--- src/rtl/svpwm_modulator_if.sv ---
// Alpha/beta sample handshake between the Clarke stage (master) and the
// space-vector modulator (slave). A transfer happens when in_valid & in_ready.
interface svpwm_modulator_if;
    logic signed [15:0] alpha;
    logic signed [15:0] beta;
    logic               in_valid;
    logic               in_ready;

    modport master (output alpha, output beta, output in_valid, input in_ready);
    modport slave  (input alpha, input beta, input in_valid, output in_ready);
endinterface

--- src/rtl/svpwm_modulator.sv ---
// Space-vector PWM modulator. One alpha/beta sample per handshake goes through
// a 4-stage pipeline (inverse Clarke, max/min + sector, zero-sequence injection
// with clamping, scaling to carrier counts) into a pending register. The pending
// set becomes active only at the carrier valley, and the three phase outputs are
// compared against a symmetric up/down carrier.
module svpwm_modulator #(
    parameter int unsigned PERIOD = 1000,
    parameter int unsigned CW     = 16
) (
    input  logic             clk,
    input  logic             rst_n,
    svpwm_modulator_if.slave in_if,
    output logic             pwm_a,
    output logic             pwm_b,
    output logic             pwm_c,
    output logic [2:0]       sector,
    output logic             period_start
);
    localparam logic [CW-1:0]        PER   = CW'(PERIOD);
    localparam logic [CW-1:0]        ZERO  = CW'(0);
    localparam logic [CW-1:0]        ONE   = CW'(1);
    localparam logic signed [33:0]   K_Q15 = 34'sd28378;
    localparam logic signed [19:0]   HALF  = 20'sd16384;
    localparam logic signed [19:0]   FULL  = 20'sd32768;

    typedef enum logic {DIR_UP = 1'b0, DIR_DOWN = 1'b1} dir_e;

    // Duty in Q15 limited to [0, 1.0]; values outside mean over-modulation.
    function automatic logic [15:0] clamp_duty(input logic signed [19:0] d);
        logic [15:0] r;
        if (d < 20'sd0) begin
            r = 16'd0;
        end else if (d > FULL) begin
            r = 16'd32768;
        end else begin
            r = d[15:0];
        end
        return r;
    endfunction

    // Duty (Q15) to carrier counts, rounded half up.
    function automatic logic [CW-1:0] scale_cmp(input logic [15:0] d);
        logic [47:0] p;
        p = 48'(d) * 48'(PERIOD) + 48'd16384;
        return CW'(p >> 15);
    endfunction

    // Carrier and handshake state
    dir_e              dir_q, dir_d;
    logic [CW-1:0]     cnt_q, cnt_d;
    logic              valley_s, accept_s;
    logic              busy_q, pend_v_q;

    // Pipeline state
    logic              s1_v_q, s2_v_q, s3_v_q;
    logic signed [17:0] alpha_s, half_neg_s, kb_s, va_d, vb_d, vc_d;
    logic signed [33:0] kb_prod_s;
    logic signed [17:0] va_q, vb_q, vc_q;
    logic signed [17:0] va2_q, vb2_q, vc2_q, vmax_q, vmin_q, vmax_d, vmin_d;
    logic [1:0]        imax_s, imin_s;
    logic [2:0]        sec_d, sec2_q, sec3_q;
    logic signed [18:0] sum_s, off_s;
    logic [15:0]       da_d, db_d, dc_d, da_q, db_q, dc_q;
    logic [CW-1:0]     cmp_a_d, cmp_b_d, cmp_c_d;
    logic [CW-1:0]     pend_a_q, pend_b_q, pend_c_q, act_a_q, act_b_q, act_c_q;
    logic [2:0]        pend_sec_q, act_sec_q;

    assign valley_s       = (cnt_q == ZERO);
    assign in_if.in_ready = ~busy_q & ~pend_v_q;
    assign accept_s       = in_if.in_valid & in_if.in_ready;

    // S1: inverse Clarke into three phase references (18-bit, floor shifts)
    always_comb begin
        alpha_s    = 18'(in_if.alpha);
        half_neg_s = (-alpha_s) >>> 1;
        kb_prod_s  = K_Q15 * 34'(in_if.beta);
        kb_s       = 18'(kb_prod_s >>> 15);
        va_d       = alpha_s;
        vb_d       = half_neg_s + kb_s;
        vc_d       = half_neg_s - kb_s;
    end

    // S2: max/min with fixed tie preference, and sector from the (max,min) pair
    always_comb begin
        if ((vc_q > va_q) && (vc_q > vb_q)) begin
            vmax_d = vc_q; imax_s = 2'd2;
        end else if (vb_q > va_q) begin
            vmax_d = vb_q; imax_s = 2'd1;
        end else begin
            vmax_d = va_q; imax_s = 2'd0;
        end
        if ((va_q < vb_q) && (va_q < vc_q)) begin
            vmin_d = va_q; imin_s = 2'd0;
        end else if (vb_q < vc_q) begin
            vmin_d = vb_q; imin_s = 2'd1;
        end else begin
            vmin_d = vc_q; imin_s = 2'd2;
        end
        case ({imax_s, imin_s})
            4'b00_10: sec_d = 3'd1;
            4'b01_10: sec_d = 3'd2;
            4'b01_00: sec_d = 3'd3;
            4'b10_00: sec_d = 3'd4;
            4'b10_01: sec_d = 3'd5;
            4'b00_01: sec_d = 3'd6;
            default:  sec_d = 3'd1;
        endcase
    end

    // S3: min-max zero-sequence offset, re-centre at 0.5 and clamp each duty
    always_comb begin
        sum_s = 19'(vmax_q) + 19'(vmin_q);
        off_s = -(sum_s >>> 1);
        da_d  = clamp_duty(20'(va2_q) + 20'(off_s) + HALF);
        db_d  = clamp_duty(20'(vb2_q) + 20'(off_s) + HALF);
        dc_d  = clamp_duty(20'(vc2_q) + 20'(off_s) + HALF);
    end

    // S4: duties to compare counts
    always_comb begin
        cmp_a_d = scale_cmp(da_q);
        cmp_b_d = scale_cmp(db_q);
        cmp_c_d = scale_cmp(dc_q);
    end

    // Pipeline registers S1..S3 with their valid flags
    always_ff @(posedge clk or negedge rst_n) begin
        if (!rst_n) begin
            s1_v_q <= 1'b0; s2_v_q <= 1'b0; s3_v_q <= 1'b0;
            va_q   <= 18'sd0; vb_q  <= 18'sd0; vc_q  <= 18'sd0;
            va2_q  <= 18'sd0; vb2_q <= 18'sd0; vc2_q <= 18'sd0;
            vmax_q <= 18'sd0; vmin_q <= 18'sd0;
            sec2_q <= 3'd1;   sec3_q <= 3'd1;
            da_q   <= 16'd0;  db_q  <= 16'd0;  dc_q  <= 16'd0;
        end else begin
            s1_v_q <= accept_s;
            s2_v_q <= s1_v_q;
            s3_v_q <= s2_v_q;
            if (accept_s) begin
                va_q <= va_d; vb_q <= vb_d; vc_q <= vc_d;
            end
            if (s1_v_q) begin
                va2_q <= va_q; vb2_q <= vb_q; vc2_q <= vc_q;
                vmax_q <= vmax_d; vmin_q <= vmin_d; sec2_q <= sec_d;
            end
            if (s2_v_q) begin
                da_q <= da_d; db_q <= db_d; dc_q <= dc_d; sec3_q <= sec2_q;
            end
        end
    end

    // Busy/pending/active bookkeeping; a result landing on the valley waits a period
    always_ff @(posedge clk or negedge rst_n) begin
        if (!rst_n) begin
            busy_q   <= 1'b0;
            pend_v_q <= 1'b0;
            pend_a_q <= ZERO; pend_b_q <= ZERO; pend_c_q <= ZERO; pend_sec_q <= 3'd1;
            act_a_q  <= ZERO; act_b_q  <= ZERO; act_c_q  <= ZERO; act_sec_q  <= 3'd1;
        end else begin
            if (accept_s) begin
                busy_q <= 1'b1;
            end else if (s3_v_q) begin
                busy_q <= 1'b0;
            end
            if (s3_v_q) begin
                pend_v_q   <= 1'b1;
                pend_a_q   <= cmp_a_d;
                pend_b_q   <= cmp_b_d;
                pend_c_q   <= cmp_c_d;
                pend_sec_q <= sec3_q;
            end else if (valley_s) begin
                pend_v_q <= 1'b0;
            end
            if (valley_s && pend_v_q) begin
                act_a_q   <= pend_a_q;
                act_b_q   <= pend_b_q;
                act_c_q   <= pend_c_q;
                act_sec_q <= pend_sec_q;
            end
        end
    end

    // Carrier direction FSM and counter next state (0..PERIOD..1, repeat)
    always_comb begin
        dir_d = dir_q;
        cnt_d = cnt_q;
        case (dir_q)
            DIR_UP: begin
                if (cnt_q >= PER) begin
                    dir_d = DIR_DOWN;
                    cnt_d = cnt_q - ONE;
                end else begin
                    cnt_d = cnt_q + ONE;
                end
            end
            DIR_DOWN: begin
                if (cnt_q == ZERO) begin
                    dir_d = DIR_UP;
                    cnt_d = cnt_q + ONE;
                end else begin
                    cnt_d = cnt_q - ONE;
                end
            end
            default: begin
                dir_d = DIR_UP;
                cnt_d = ZERO;
            end
        endcase
    end

    // Carrier state register
    always_ff @(posedge clk or negedge rst_n) begin
        if (!rst_n) begin
            dir_q <= DIR_UP;
            cnt_q <= ZERO;
        end else begin
            dir_q <= dir_d;
            cnt_q <= cnt_d;
        end
    end

    // Registered gate commands, sector and valley pulse
    always_ff @(posedge clk or negedge rst_n) begin
        if (!rst_n) begin
            pwm_a        <= 1'b0;
            pwm_b        <= 1'b0;
            pwm_c        <= 1'b0;
            sector       <= 3'd1;
            period_start <= 1'b0;
        end else begin
            pwm_a        <= (act_a_q >= PER) | (cnt_q < act_a_q);
            pwm_b        <= (act_b_q >= PER) | (cnt_q < act_b_q);
            pwm_c        <= (act_c_q >= PER) | (cnt_q < act_c_q);
            sector       <= act_sec_q;
            period_start <= valley_s;
        end
    end
endmodule

--- src/flat_wrapper.sv ---
// flat-port wrapper written by rule: the top's interface ports become plain ports
module svpwm_modulator_flat 
#(
    parameter int unsigned PERIOD = 1000,
    parameter int unsigned CW     = 16
)
  (clk, rst_n, pwm_a, pwm_b, pwm_c, sector, period_start, in_if_alpha, in_if_beta, in_if_in_valid, in_if_in_ready);
  svpwm_modulator_if in_if_i ();
  input  logic clk;
  input  logic rst_n;
  output logic pwm_a;
  output logic pwm_b;
  output logic pwm_c;
  output logic [2:0] sector;
  output logic period_start;
  input wire logic [$bits(in_if_i.alpha)-1:0] in_if_alpha;
  input wire logic [$bits(in_if_i.beta)-1:0] in_if_beta;
  input wire logic [$bits(in_if_i.in_valid)-1:0] in_if_in_valid;
  output wire logic [$bits(in_if_i.in_ready)-1:0] in_if_in_ready;
  assign in_if_i.alpha = in_if_alpha;
  assign in_if_i.beta = in_if_beta;
  assign in_if_i.in_valid = in_if_in_valid;
  assign in_if_in_ready = in_if_i.in_ready;
  svpwm_modulator #(.PERIOD(PERIOD), .CW(CW)) u_core (.clk(clk), .rst_n(rst_n), .in_if(in_if_i), .pwm_a(pwm_a), .pwm_b(pwm_b), .pwm_c(pwm_c), .sector(sector), .period_start(period_start));
endmodule
--- config.mk ---
export PLATFORM = sky130hd
export DESIGN_NAME = svpwm_modulator_flat
export DESIGN_NICKNAME = d
export VERILOG_FILES = /design/src/rtl/svpwm_modulator_if.sv /design/src/rtl/svpwm_modulator.sv /design/src/flat_wrapper.sv
export SDC_FILE = /design/constraint.sdc
export NUM_CORES = 2
export LEC_CHECK = 0
export ABC_AREA = 0
export CAP_MARGIN = 15
export CORE_MARGIN = 8
export CORE_UTILIZATION = 30
export DETAILED_ROUTE_END_ITERATION = 8
export RECOVER_POWER = 25
export SKIP_LAST_GASP = 1
export SYNTH_ARGS = -nofsm -noshare
export SYNTH_HDL_FRONTEND = slang
export SYNTH_SLANG_ARGS = --single-unit
--- constraint.sdc ---
create_clock -name clk -period 16.29 [get_ports clk]
set_input_delay 2.4435 -clock clk [delete_from_list [all_inputs] [get_ports clk]]
set_output_delay 2.4435 -clock clk [all_outputs]
set_load 0.03 [all_outputs]
# Word-level counts from Yosys, hierarchy flattened
# Index checks and enable logic that the tools add are counted.
[totals]
register_bits = 325
latchBits = 0
ramBits = 0
mem_bits_ro = 0
output_inout_bits = 8
wordCells = 116
memories = 0
[classes]
addsub = 16
mul = 4
n_div = 0
order_cmp = 19
n_eq_ne = 5
shift = 0
mux = 25
n_bitwise = 8
reduce_logical = 6
[op_table]
columns = ["operator", "count"]
rows = [
  ["16-bit two-way mux", 8],
  ["26-bit by 15-bit adder with 27-bit output (second input constant)", 3],
  ["18-bit two-way mux", 4],
  ["16-bit by 7-bit multiplier with 23-bit output (second input constant)", 3],
  ["16-bit by 10-bit greater-or-equal comparator with 1-bit output (second input constant)", 4],
  ["20-bit by 16-bit adder with 20-bit output (second input constant)", 3],
  ["20-bit by 17-bit greater-than comparator with 1-bit output (second input constant)", 3],
  ["20-bit by 1-bit less-than comparator with 1-bit output (second input constant)", 3],
  ["16-bit less-than comparator", 3],
  ["18-bit by 19-bit adder with 20-bit output", 2],
  ["18-bit by 16-bit greater-than comparator with 1-bit output", 2],
  ["16-bit by 18-bit less-than comparator with 1-bit output", 2],
  ["16-bit case mux with 2 select lines", 1],
  ["15-bit by 16-bit multiplier with 31-bit output (first input constant)", 1],
  ["16-bit by 19-bit adder with 20-bit output", 1],
  ["18-bit by 18-bit adder with 19-bit output", 1],
  ["18-bit negation with 19-bit output", 1],
  ["17-bit by 17-bit adder with 18-bit output", 1],
  ["18-bit greater-than comparator", 1],
  ["18-bit less-than comparator", 1],
  ["16-bit negation with 18-bit output", 1],
  ["17-bit by 17-bit subtractor with 18-bit output", 1],
  ["16-bit by 1-bit adder with 16-bit output (second input constant)", 1],
  ["16-bit zero test", 1],
  ["13 further kinds", 31],
]

# Longest topological paths before layout
[depth]
depth_word = 7
depth_mapped = 32

# Worst setup path after synthesis
# OpenSTA, ideal clock, no wires.
[synth_timing]
kind = "input to register"
from = "input port in_if_beta[6]"
to = "register u_core.vc_q[14]"
setup_time_ns = 0.133
t_arrival_ns = 9.277
t_required_ns = 16.157
setup_slack_ns = 6.880
stages = 32
path_buffers = 1
path_cell_list = "ha_1 inv_1 fa_1 fa_1 inv_1 fa_1 fa_1 inv_1 fa_1 inv_1 ha_1 and4_1 a21oi_1 o221ai_1 a21oi_1 o21bai_1 a21oi_1 inv_1 a21oi_1 xnor2_1 ha_1 buf_2 inv_1 a21oi_1 o21bai_1 a2111oi_0 o31ai_1 a221oi_1 a21oi_1 a21oi_1 xnor2_1 o21ai_0"
[synth_between]
elab_chain_cells = 2
[synth_lines]
columns = ["item", "line_no", "source"]
rows = [
  ["start, declared", "flat_wrapper.sv:17", "input wire logic [$bits(in_if_i.beta)-1:0] in_if_beta;"],
  ["15-bit by 16-bit multiplier with 31-bit output", "svpwm_modulator.sv:76", "kb_prod_s = K_Q15 * 34'(in_if.beta);"],
  ["17-bit by 17-bit subtractor with 18-bit output", "svpwm_modulator.sv:80", "vc_d = half_neg_s - kb_s;"],
  ["end signal, assigned", "svpwm_modulator.sv:140", "va_q <= va_d; vb_q <= vb_d; vc_q <= vc_d;"],
  ["end, declared", "svpwm_modulator.sv:58", "logic signed [17:0] va_q, vb_q, vc_q;"],
]
# Every way passes these cells.
# A chain may end at the register's enable or synchronous reset.

# Worst setup path after layout
[layout_timing]
from = "input port in_if_beta[9]"
to = "register u_core.vc_q[14]"
# The elaborated chain is that of the path after synthesis.

==> results by group <==
Finish
  • Register area: 0.00749 mm²
  • Layout cell share with drive strength beyond 1: 7.17%
  • Commonest non-fill, non-tap cell in the layout: ha_1
  • N_diodes: 0
  • Multi-input gate area: 0.0235 mm²
  • Final Cell Area: 0.0361 mm²
  • Final nets: 4,163
  • Synth-to-Final Area Change: 9.32%
  • Commonest cells after routing, fill and taps aside: ha_1 (508), inv_1 (481), dfrtp_1 (294)
  • # fillers: 11.2k

Logic synthesis
  • Cells after Synth: 3,327
  • Mapped Nets: 4,151
  • Synth async-reset ratio: 100%
  • Sequential fraction of the synthesis area: 22.7%
  • Post-synth EDFFs: 0
  • Synth top area cells: dfrtp_1 (22%), ha_1 (19%), fa_1 (17%)
  • Cell Area, Synth: 0.0331 mm²
  • Flops & latches, synth: 299
  • Mean post-synth cell area: 9.94 µm²
  • Share of the synthesized area in the top cell type: 22.3%
  • Synth unique cells: 83
  • Top_reg_cell synth: dfrtp_1
  • Synth Warn #: 0
  • Leading area contributor after synthesis: dfrtp_1

STA
  • RSZ-0062 raised after global routing: no
  • Max Fclk: 0.0984 GHz
  • Fin. max-slew vios: 302
  • Final Setup Violations: 0
  • Setup_tns: 0 ps
  • Worst slew margin: -267%
  • Final period utilization: 62.4%
  • Fin Clk Skew: 31.3 ps
  • Min Hold Slack: 364 ps
  • Tmin final: 10,160 ps
  • Final hold viol count: 0
  • Least-Margin Pin Slew: 5500 ps

Critical path
  • CP endpoint: u_core.vc_q[14]$_DFFE_PN0P_
  • CP Data Required Time: 16,690 ps
  • Register-to-Register Path Depth: 22
  • Arr. time, crit path: 10,570 ps
  • Worst setup SP type: input pin
  • R2R setup slack: 9380 ps
  • Setup crit start: in_if_beta[9]
  • Worst setup EP type: register
  • CP peak stage delay: 670 ps
  • Crit Path Max Fanout: 7
  • Slowest cell on crit path: a2111oi_0
  • R2r endpoint: u_core.da_q[10]$_DFFE_PN0P_
  • Crit. path cell count: 32
  • Worst Path Class, Setup: input pin to register
  • CP top delay family: adder cells
  • Worst Path Buf+Inv: 7
  • Worst R2R Start: u_core.vmin_q[4]$_DFFE_PN0P_
  • Most used cell, CP: a21oi_1

Power and ir drop
  • Total power: 6.72 mW
  • Power Density: 186 mW/mm²
  • Leak pwr: 19.0 nW
  • Worst vdd ir: 0.000379 V

Clock tree
  • Hold-fix buffers at CTS: 0
  • H-tree depth: 2
  • CTS buffer count: 35
  • CTS resizes: 0
  • Clock latency at the later pin of the worst-skew pair: 550 ps
  • Max Buffers Root-to-Sink: 3
  • CTS clk-pin slew, worst paths: 60 ps
  • Root buffer cell: clkbuf_16
  • CTS Sinks: 299
  • Setup bufs post-CTS: 0
  • CTS tree: yes

Floorplanning
  • Total die area: 0.121 mm²
  • # IOs: 43
  • Die X: 348 µm
  • Row cnt: 121
  • Core box area: 0.109 mm²
  • Starting Density: 30.3%
  • Die Y: 348 µm

Outcome
  • Status: complete, but fails checks
  • Failing checks: capacitance limit, slew limit

Global route
  • Grt total ovfl: 0
  • Initial antenna violation count: 4
  • First-pass GRT wire length: 123 mm
  • Pin count of the biggest net entering global routing: 103
  • Global Route Usage Sum: 12.0%
  • Vias in the first global route: 24.0k

Placed design
  • Final HPWL DP: 60.0 mm
  • Placed Instance Area: 0.0350 mm²
  • Final GP Congestion: 0.843
  • # port buffers: 42

Drt
  • Via count: 23.2k
  • Drt initial violations: 1,053
  • Drc violations: 0
  • Final ANT Viol Nets: 0
  • Drt wl/cell: 15.2 µm
  • Post-DR vias/cell: 4.85
  • Routed WL: 72.8 mm
  • Drt first pass iters: 5

Hold path
  • Worst hold path class: register to register

Run
  • Max cap viols: 4
==> state kept, by name, indices dropped and copies added (netlist names), 12 cells and up <==
name             cells
u_core.vc2_q        18
u_core.vc_q         18
u_core.vmax_q       18
u_core.vmin_q       18
u_core.vb2_q        17
u_core.vb_q         17
u_core.cnt_q        16
u_core.da_q         16
u_core.db_q         16
u_core.dc_q         16
u_core.va2_q        16
u_core.va_q         16
u_core.act_a_q      12
u_core.act_b_q      12
u_core.act_c_q      12
u_core.pend_a_q     12
u_core.pend_b_q     12
u_core.pend_c_q     12
==> cell families after synthesis <==
family                   Yosys count  synth area share [%]
flip-flops                       299                  22.7
AND/OR/NAND/NOR                  644                  9.74
adder cells (fa/ha/maj)          789                  36.2
multiplexers                     183                  6.07
XOR/XNOR                         223                  5.91
AO/OA/AOI/OAI                    628                  13.0
buffers and inverters            561                  6.40
==> final cells by class <==
cell class	instances	area share (%)
tap	1414	4.90
sequential	299	20.7
multi-input combinational	2467	64.9
clock inverter	11	0.350
clock buffer	49	2.77
inverter	483	5.02
timing repair buffer	53	1.34
==> per-stage QoR <==
stage	util [%]	instances	setup slack [ps]
global route	33.1	4776	5510
global placement	32.1	4716	5570
finish	33.1	4776	6130
floorplan	-	3327	6880
detailed placement	32.1	4716	5520
CTS	33.2	4776	6110
==> power by group <==
group	switching [mW]	total, mW	internal (mW)
Sequential	0	0.743	0.743
Combinational	2.96	5.19	2.23
Clock	0.326	0.787	0.461
==> cells in the mapped netlist (17+ instances only) <==
master	instances
nor2_1	180
xor2_1	91
xnor2_1	132
ha_1	508
o22ai_1	25
fa_1	281
a21o_1	89
inv_1	481
o2bb2ai_1	17
nor3_1	51
nor2b_1	24
nand2_1	139
a21oi_1	137
a31oi_1	20
o21a_1	20
nand2b_1	21
a211oi_1	20
nand3_1	58
and3_1	27
dfrtp_1	294
o21ai_0	129
nand4_1	29
clkbuf_1	68
o21bai_1	19
mux2i_1	43
mux2_2	140
==> per-layer routing <==
metal / part of all wire, % / track usage [%] / wire (µm)
met5: 0.041 / 0 / 30
met3: 3.8 / 1.92 / 2790
met1: 48 / 16.2 / 34800
met2: 46 / 20.3 / 33800
met4: 1.9 / 2.57 / 1380
==> worst min path at each step <==
| stage | startpoint | to | slack (ps) | cells past startpoint |
|---|---|---|---|---|
| after CTS | u_core.act_sec_q[0]$_DFFE_PN1P_ | u_core.sector[0]$_DFF_PN1_ | 370 | 0 |
| after global routing | u_core.act_sec_q[0]$_DFFE_PN1P_ | u_core.sector[0]$_DFF_PN1_ | 380 | 0 |
| final | u_core.act_sec_q[0]$_DFFE_PN1P_ | u_core.sector[0]$_DFF_PN1_ | 360 | 0 |
| after global placement | u_core.act_sec_q[1]$_DFFE_PN0P_ | u_core.sector[1]$_DFF_PN0_ | 360 | 0 |
| after detailed placement | u_core.act_sec_q[1]$_DFFE_PN0P_ | u_core.sector[1]$_DFF_PN0_ | 360 | 0 |
| after floorplan | u_core.act_sec_q[1]$_DFFE_PN0P_ | u_core.sector[1]$_DFF_PN0_ | 350 | 0 |
(Power assumes the default switching activity.)
